**config.mk**
```make
export PLATFORM = sky130hd
export DESIGN_NAME = div
export DESIGN_NICKNAME = d
export VERILOG_FILES = /design/src/rtl/div_pkg.sv /design/src/rtl/div_core.sv /design/src/rtl/div.sv
export SDC_FILE = /design/constraint.sdc
export NUM_CORES = 1
export LEC_CHECK = 0
export CAP_MARGIN = 20
export CORE_UTILIZATION = 39
export DETAILED_ROUTE_END_ITERATION = 8
export PLACE_DENSITY = 0.62
export SETUP_SLACK_MARGIN = 0.3
export SYNTH_ARGS = -nofsm -noshare
export SYNTH_HDL_FRONTEND = slang
export SYNTH_SLANG_ARGS = --single-unit
```
**constraint.sdc**
```tcl
create_clock -name clk -period 5.1 [get_ports clk]
set_input_delay 0.51 -clock clk [delete_from_list [all_inputs] [get_ports clk]]
set_output_delay 0.51 -clock clk [all_outputs]
set_load 0.05 [all_outputs]
```
**src/rtl/div_pkg.sv**
```systemverilog
// Shared types and constants for the iterative divider.
package div_pkg;

   localparam int unsigned XLEN  = 32;
   localparam int unsigned CNT_W = $clog2(XLEN);

   localparam logic [XLEN-1:0] MIN_NEG = {1'b1, {(XLEN-1){1'b0}}};

   // Divider FSM encoding
   localparam logic [1:0] DIV_IDLE = 2'd0;
   localparam logic [1:0] DIV_CALC = 2'd1;
   localparam logic [1:0] DIV_FIX  = 2'd2;
   localparam logic [1:0] DIV_DONE = 2'd3;

   // Decoded IDU1 control; rs1_sign doubles as the signed-op flag for div/rem
   typedef struct packed {
      logic            legal;
      logic            div;
      logic            rem;
      logic            rs1_sign;
      logic [XLEN-1:0] rs1_data;
      logic [XLEN-1:0] rs2_data;
      logic [4:0]      rd_addr;
      logic [XLEN-1:0] instr_tag;
      logic [31:0]     instr;
   } idu1_out_t;

   // Two's complement negate when neg is set
   function automatic logic [XLEN-1:0] cond_neg(input logic [XLEN-1:0] v, input logic neg);
      return neg ? (~v + 1'b1) : v;
   endfunction

endpackage

```
**src/rtl/div_core.sv**
```systemverilog
// One restoring shift/subtract step of the radix-2 divider.
module div_core
   import div_pkg::*;
(
   input  logic [XLEN-1:0] rem_acc,
   input  logic [XLEN-1:0] quo,
   input  logic [XLEN-1:0] divisor,
   output logic [XLEN-1:0] rem_next,
   output logic [XLEN-1:0] quo_next
);

   logic [XLEN:0] shifted;
   logic [XLEN:0] trial;

   // Shift {rem_acc, quo} left, trial-subtract the divisor, keep or restore
   always_comb begin
      shifted  = {rem_acc, quo[XLEN-1]};
      trial    = shifted - {1'b0, divisor};
      quo_next = {quo[XLEN-2:0], ~trial[XLEN]};
      rem_next = trial[XLEN] ? shifted[XLEN-1:0] : trial[XLEN-1:0];
   end

endmodule

```
**src/rtl/div.sv**
```systemverilog
// Iterative radix-2 restoring divider for RV32M DIV/DIVU/REM/REMU.
// One op at a time; div_busy stalls issue until the op retires.
module div
   import div_pkg::*;
(
   input  logic            clk,
   input  logic            rst_n,
   input  logic            freeze,
   input  logic            flush,
   input  idu1_out_t       div_ctrl,
   output logic [XLEN-1:0] out,
   output logic [4:0]      out_rd_addr,
   output logic            out_rd_wr_en,
   output logic [XLEN-1:0] instr_tag_out,
   output logic [31:0]     instr_out,
   output logic            div_busy
);

   logic [1:0]      state;
   logic [CNT_W-1:0] cnt;
   logic [XLEN-1:0] rem_acc;
   logic [XLEN-1:0] quo;
   logic [XLEN-1:0] divisor;
   logic            is_rem;
   logic            quo_neg;
   logic            rem_neg;
   logic [4:0]      rd_q;
   logic [XLEN-1:0] tag_q;
   logic [31:0]     instr_q;

   logic            accept;
   logic            a_neg;
   logic            b_neg;
   logic            div_zero;
   logic            ovf;
   logic [XLEN-1:0] special_res;
   logic [XLEN-1:0] rem_next;
   logic [XLEN-1:0] quo_next;

   // Accept decode, operand signs and the two results that bypass iteration
   always_comb begin
      accept   = (state == DIV_IDLE) && div_ctrl.legal && div_ctrl.div && !freeze && !flush;
      a_neg    = div_ctrl.rs1_sign && div_ctrl.rs1_data[XLEN-1];
      b_neg    = div_ctrl.rs1_sign && div_ctrl.rs2_data[XLEN-1];
      div_zero = (div_ctrl.rs2_data == '0);
      ovf      = div_ctrl.rs1_sign && (div_ctrl.rs1_data == MIN_NEG) && (div_ctrl.rs2_data == '1);
      if (div_zero)
         special_res = div_ctrl.rem ? div_ctrl.rs1_data : '1;
      else
         special_res = div_ctrl.rem ? '0 : MIN_NEG;
   end

   div_core u_core (
      .rem_acc  (rem_acc),
      .quo      (quo),
      .divisor  (divisor),
      .rem_next (rem_next),
      .quo_next (quo_next)
   );

   // FSM, iteration datapath and result registers; flush overrides freeze
   always_ff @(posedge clk) begin
      if (!rst_n) begin
         state         <= DIV_IDLE;
         cnt           <= '0;
         rem_acc       <= '0;
         quo           <= '0;
         divisor       <= '0;
         is_rem        <= 1'b0;
         quo_neg       <= 1'b0;
         rem_neg       <= 1'b0;
         rd_q          <= '0;
         tag_q         <= '0;
         instr_q       <= '0;
         out           <= '0;
         out_rd_addr   <= '0;
         instr_tag_out <= '0;
         instr_out     <= '0;
      end else if (flush && (state != DIV_IDLE)) begin
         state <= DIV_IDLE;
      end else if (!freeze) begin
         case (state)
            DIV_IDLE: begin
               if (accept) begin
                  is_rem  <= div_ctrl.rem;
                  quo_neg <= a_neg ^ b_neg;
                  rem_neg <= a_neg;
                  rd_q    <= div_ctrl.rd_addr;
                  tag_q   <= div_ctrl.instr_tag;
                  instr_q <= div_ctrl.instr;
                  if (div_zero || ovf) begin
                     out           <= special_res;
                     out_rd_addr   <= div_ctrl.rd_addr;
                     instr_tag_out <= div_ctrl.instr_tag;
                     instr_out     <= div_ctrl.instr;
                     state         <= DIV_DONE;
                  end else begin
                     cnt     <= '0;
                     rem_acc <= '0;
                     quo     <= cond_neg(div_ctrl.rs1_data, a_neg);
                     divisor <= cond_neg(div_ctrl.rs2_data, b_neg);
                     state   <= DIV_CALC;
                  end
               end
            end
            DIV_CALC: begin
               rem_acc <= rem_next;
               quo     <= quo_next;
               cnt     <= cnt + 1'b1;
               if (cnt == CNT_W'(XLEN-1))
                  state <= DIV_FIX;
            end
            DIV_FIX: begin
               out           <= is_rem ? cond_neg(rem_acc, rem_neg) : cond_neg(quo, quo_neg);
               out_rd_addr   <= rd_q;
               instr_tag_out <= tag_q;
               instr_out     <= instr_q;
               state         <= DIV_DONE;
            end
            default: state <= DIV_IDLE;
         endcase
      end
   end

   // Strobe is live only in DONE and is killed by a same-cycle flush
   always_comb begin
      out_rd_wr_en = (state == DIV_DONE) && !flush;
      div_busy     = (state != DIV_IDLE);
   end

   // Issue must stall on div_busy; a div presented while busy would be dropped
   a_no_div_while_busy: assert property (@(posedge clk) disable iff (!rst_n)
      ((state != DIV_IDLE) && !flush) |-> !(div_ctrl.legal && div_ctrl.div));

endmodule

```
==> impl_summary.txt <==
----------------------------------------------------
[Route]
  DRT Wirelength ... between 40 and 50 mm
  Post-detailed-route count of antenna-violating nets ... 0
  Number of remaining DRC errors ... 0
  Initial DRT Pass Iterations ... 5
  Per-cell via count in the routed design ... 5.47
  Initial detailed-routing violation count ... 1,144
  Detail-routed net length per standard cell ... 17.2 um
  Total vias in the final route ... 15,100

[Placement]
  Routability congestion estimate ... 0.872
  Count of input and output buffers ... 243
  Detailed Place HPWL ... around 34 mm
  Number of cells in the design after placement ... 2,703

[Clock tree]
  CTS sink count ... 276
  Clock root buffer ... clkbuf_16
  Clock tree from TritonCTS ... built
  Maximum number of buffers from clock root to sink ... 3
  Clock slew seen by the registers of the worst setup and hold paths ... 60 ps
  H-tree level count ... 2
  Clock insertion delay at the later pin of the skew report ... 520 ps
  Hold buffers post-CTS ... 0
  Setup bufs post-CTS ... 0
  Post-cts gate resize count ... 0
  TritonCTS buffer count ... 34

[Min path]
  Min-delay worst type ... reg -> reg

[Global routing]
  Overall Global Routing Usage ... 21.3%
  Initial antenna violation count ... 1
  Pin count of the biggest net entering global routing ... 146
  Wire length of the first global-routing pass ... roughly 76 mm
  Via count of the first global-routing pass ... 14,200
  Remaining Overflow, GRT ... 0

[Yosys]
  Number of warning messages in the yosys log ... 0
  Ys async rst share ... 0%
  Register bit total from synthesis ... roughly 280
  Leading area contributor after synthesis ... dfxtp_1
  Cell with the most instances after synthesis ... nand2_1
  Fraction of the yosys area taken by sequential cells ... between 30% and 40%
  Top-area cell type share of the netlist area ... about a third
  Number of synthesized flops with an enable pin ... 0
  Most instantiated flip-flop cell in the synthesis netlist ... dfxtp_1
  List of most frequent post-synthesis cells ... nand2_1, dfxtp_1, o21ai_0
  Leading cell types by total area after synthesis ... dfxtp_1, nand2_1, o211a_1
  Cell area after technology mapping ... 0.0165 mm^2
  Mean instance size in the synthesized netlist ... ~8 um^2
  Post-synthesis net count ... 2,226
  Post-synth cell types ... 79
  Synth Instances ... 2,041

[Power and ir drop]
  Power per cell area ... between 300 and 400 mW/mm^2
  Static Leakage ... between 8 and 9 nW
  Largest voltage drop on the vdd net ... 0.000279 V
  Total power draw ... ~6.2 mW

[Final layout]
  Final instance count without filler cells ... around 2,800
  Share of layout cells above drive strength 1 ... under 10%
  FILL cells ... a little under 4,000
  Final #Nets ... 2,392
  Syn-to-layout area delta ... 23.8%

[Worst setup path]
  Critical path arrival ... 4250 ps
  Max stage delay on crit path ... 590 ps
  CP Launch Type ... flip-flop
  Maximum net fanout on the critical path ... 20
  Most frequent cell on the critical path ... a21oi_1
  Required time reported for the critical path endpoint ... between 5000 and 6000 ps
  Buffering stage count on the worst path with inverters included ... 2
  Cells traversed along the worst timing path ... inv_1 > fa_1 > nand2b_1 > a21o_1 > a31o_2 > a211o_1 > a21oi_1 > a21oi_1 > and2_1 > o311a_2 > buf_4 > mux2i_1 > o21ai_0
  Crit-path leading delay family ... compound AO/OA/AOI/OAI gates
  Cell with the largest stage delay on the worst path ... o311a_2
  Crit Path Category ... reg -> reg
  Worst Setup End Kind ... flip-flop

[STA]
  Final period utilization ... 75.7%
  Final Max Tran Viols ... 0
  Shortest clock period the worst path allows after layout ... a little under 4000 ps
  Setup Total Neg Slack ... 0 ps
  Worst Max-Slew Pin Slew ... 1120 ps
  Max Clock Skew ... 19.4 ps
  Number of failing setup endpoints in the final timing report ... 0
  Maximum clock frequency ... roughly 260 MHz
  Unrepaired setup endpoints after global routing ... no
  Final hold violation count ... 0
  Headroom to the max-slew limit ... 25.6%

[Floorplan]
  Width of the die ... 207 um
  Die footprint ... 0.0430 mm^2
  Vertical extent of the die ... 207 um
  Initial standard-cell utilization of the core ... 40.0%
  Core outline area ... 0.0412 mm^2
  Site row count ... 74
  Boundary Pins ... about 240

[Status]
  Result of the run ... completed

[Job]
  MaxCap Viol Count ... 0

----------------------------------------------------
[final cells by class]
cell class | count | area, um^2 | share of cell area, %
multi-input cells | 1569 | 10200 | 50.0
flip-flops and latches | 276 | 5530 | 27.1
repair buffers | 269 | 2670 | 13.1
clock buffers | 52 | 1050 | 5.15
well taps | 532 | 666 | 3.27
inverters | 57 | 214 | 1.05
clock inverters | 6 | 61.3 | 0.301
diodes | 1 | 2.50 | 0.0123
[worst min-delay path, delay by kind of cell, from the launching register on]
kind            cells  cell delay [ps]
flops               1              310
compound gates      1               60
simple gates        1               40
[where the power goes]
group / switching (mW) / total, mW / leakage [nW] / internal (mW)
registers: 0.0533 / 2.27 / 2.23 / 2.22
clock network: 0.925 / 2.39 / 0.548 / 1.46
logic: 0.904 / 1.56 / 5.73 / 0.659
total: 1.88 / 6.22 / 8.50 / 4.34
[metrics by stage]
| stage | cell area, um^2 | utilization, % | hold WS [ps] | setup WS, ps |
|---|---|---|---|---|
| floorplan | 16500 | - | 443 | 1870 |
| finish | 20400 | 49.5 | 464 | 1240 |
| global route | 20400 | 49.5 | 481 | 997 |
| detailed placement | 19300 | 46.8 | 457 | 906 |
| CTS | 20400 | 49.5 | 465 | 1230 |
| global placement | 19300 | 46.8 | 450 | 1020 |
[worst paths after layout]
| path | depth (start not counted) | slack (ps) | startpoint | end |
|---|---|---|---|---|
| hold reg to reg | 2 | 460 | instr_q[19] | instr_q[19] |
| setup reg to reg | 13 | 1240 | rem_acc[0] | rem_acc[8] |
| hold / removal | 2 | 460 | instr_q[19] | instr_q[19] |
| setup / recovery | 13 | 1240 | rem_acc[0] | rem_acc[8] |
[sequential cells by signal, indices dropped and copies added, names as in the netlist, 5 cells and up]
register and count:
divisor 32, instr_out 32, instr_q 32, instr_tag_out 32
out 32, quo 32, rem_acc 32, tag_q 32
cnt 5, out_rd_addr 5, rd_q 5
[cells in the final DEF (no fill, tap or decap), drive strengths merged, types with 66 or more instances in the layout]
master / n
mux2i: 100
o211a: 114
dfxtp: 276
xnor2: 75
a21oi: 72
a21boi: 110
xor2: 66
o21ai: 139
clkdlybuf4s50: 242
nand2: 464
[kinds of logic after synthesis]
group	count (synthesis)	share of synthesized area, %
xor+xnor	141	7.50
simple gates	696	18.6
compound gates	587	26.0
flops	276	33.6
mux	101	6.15
fa+ha+maj	44	3.39
buf+inv	196	4.76
[routing by layer]
layer  share of wire (%)  routed length [um]  vias to the layer above  track usage, %
met5                   0                   0                        -               0
met4                 1.6                 753                        0            5.12
met3                 5.2                2490                       45            3.42
met2                  46               21600                      367            35.0
met1                  48               22700                     7166            29.2
li1                    -                   -                     7535               -
Power figures use the tool's default switching activity.
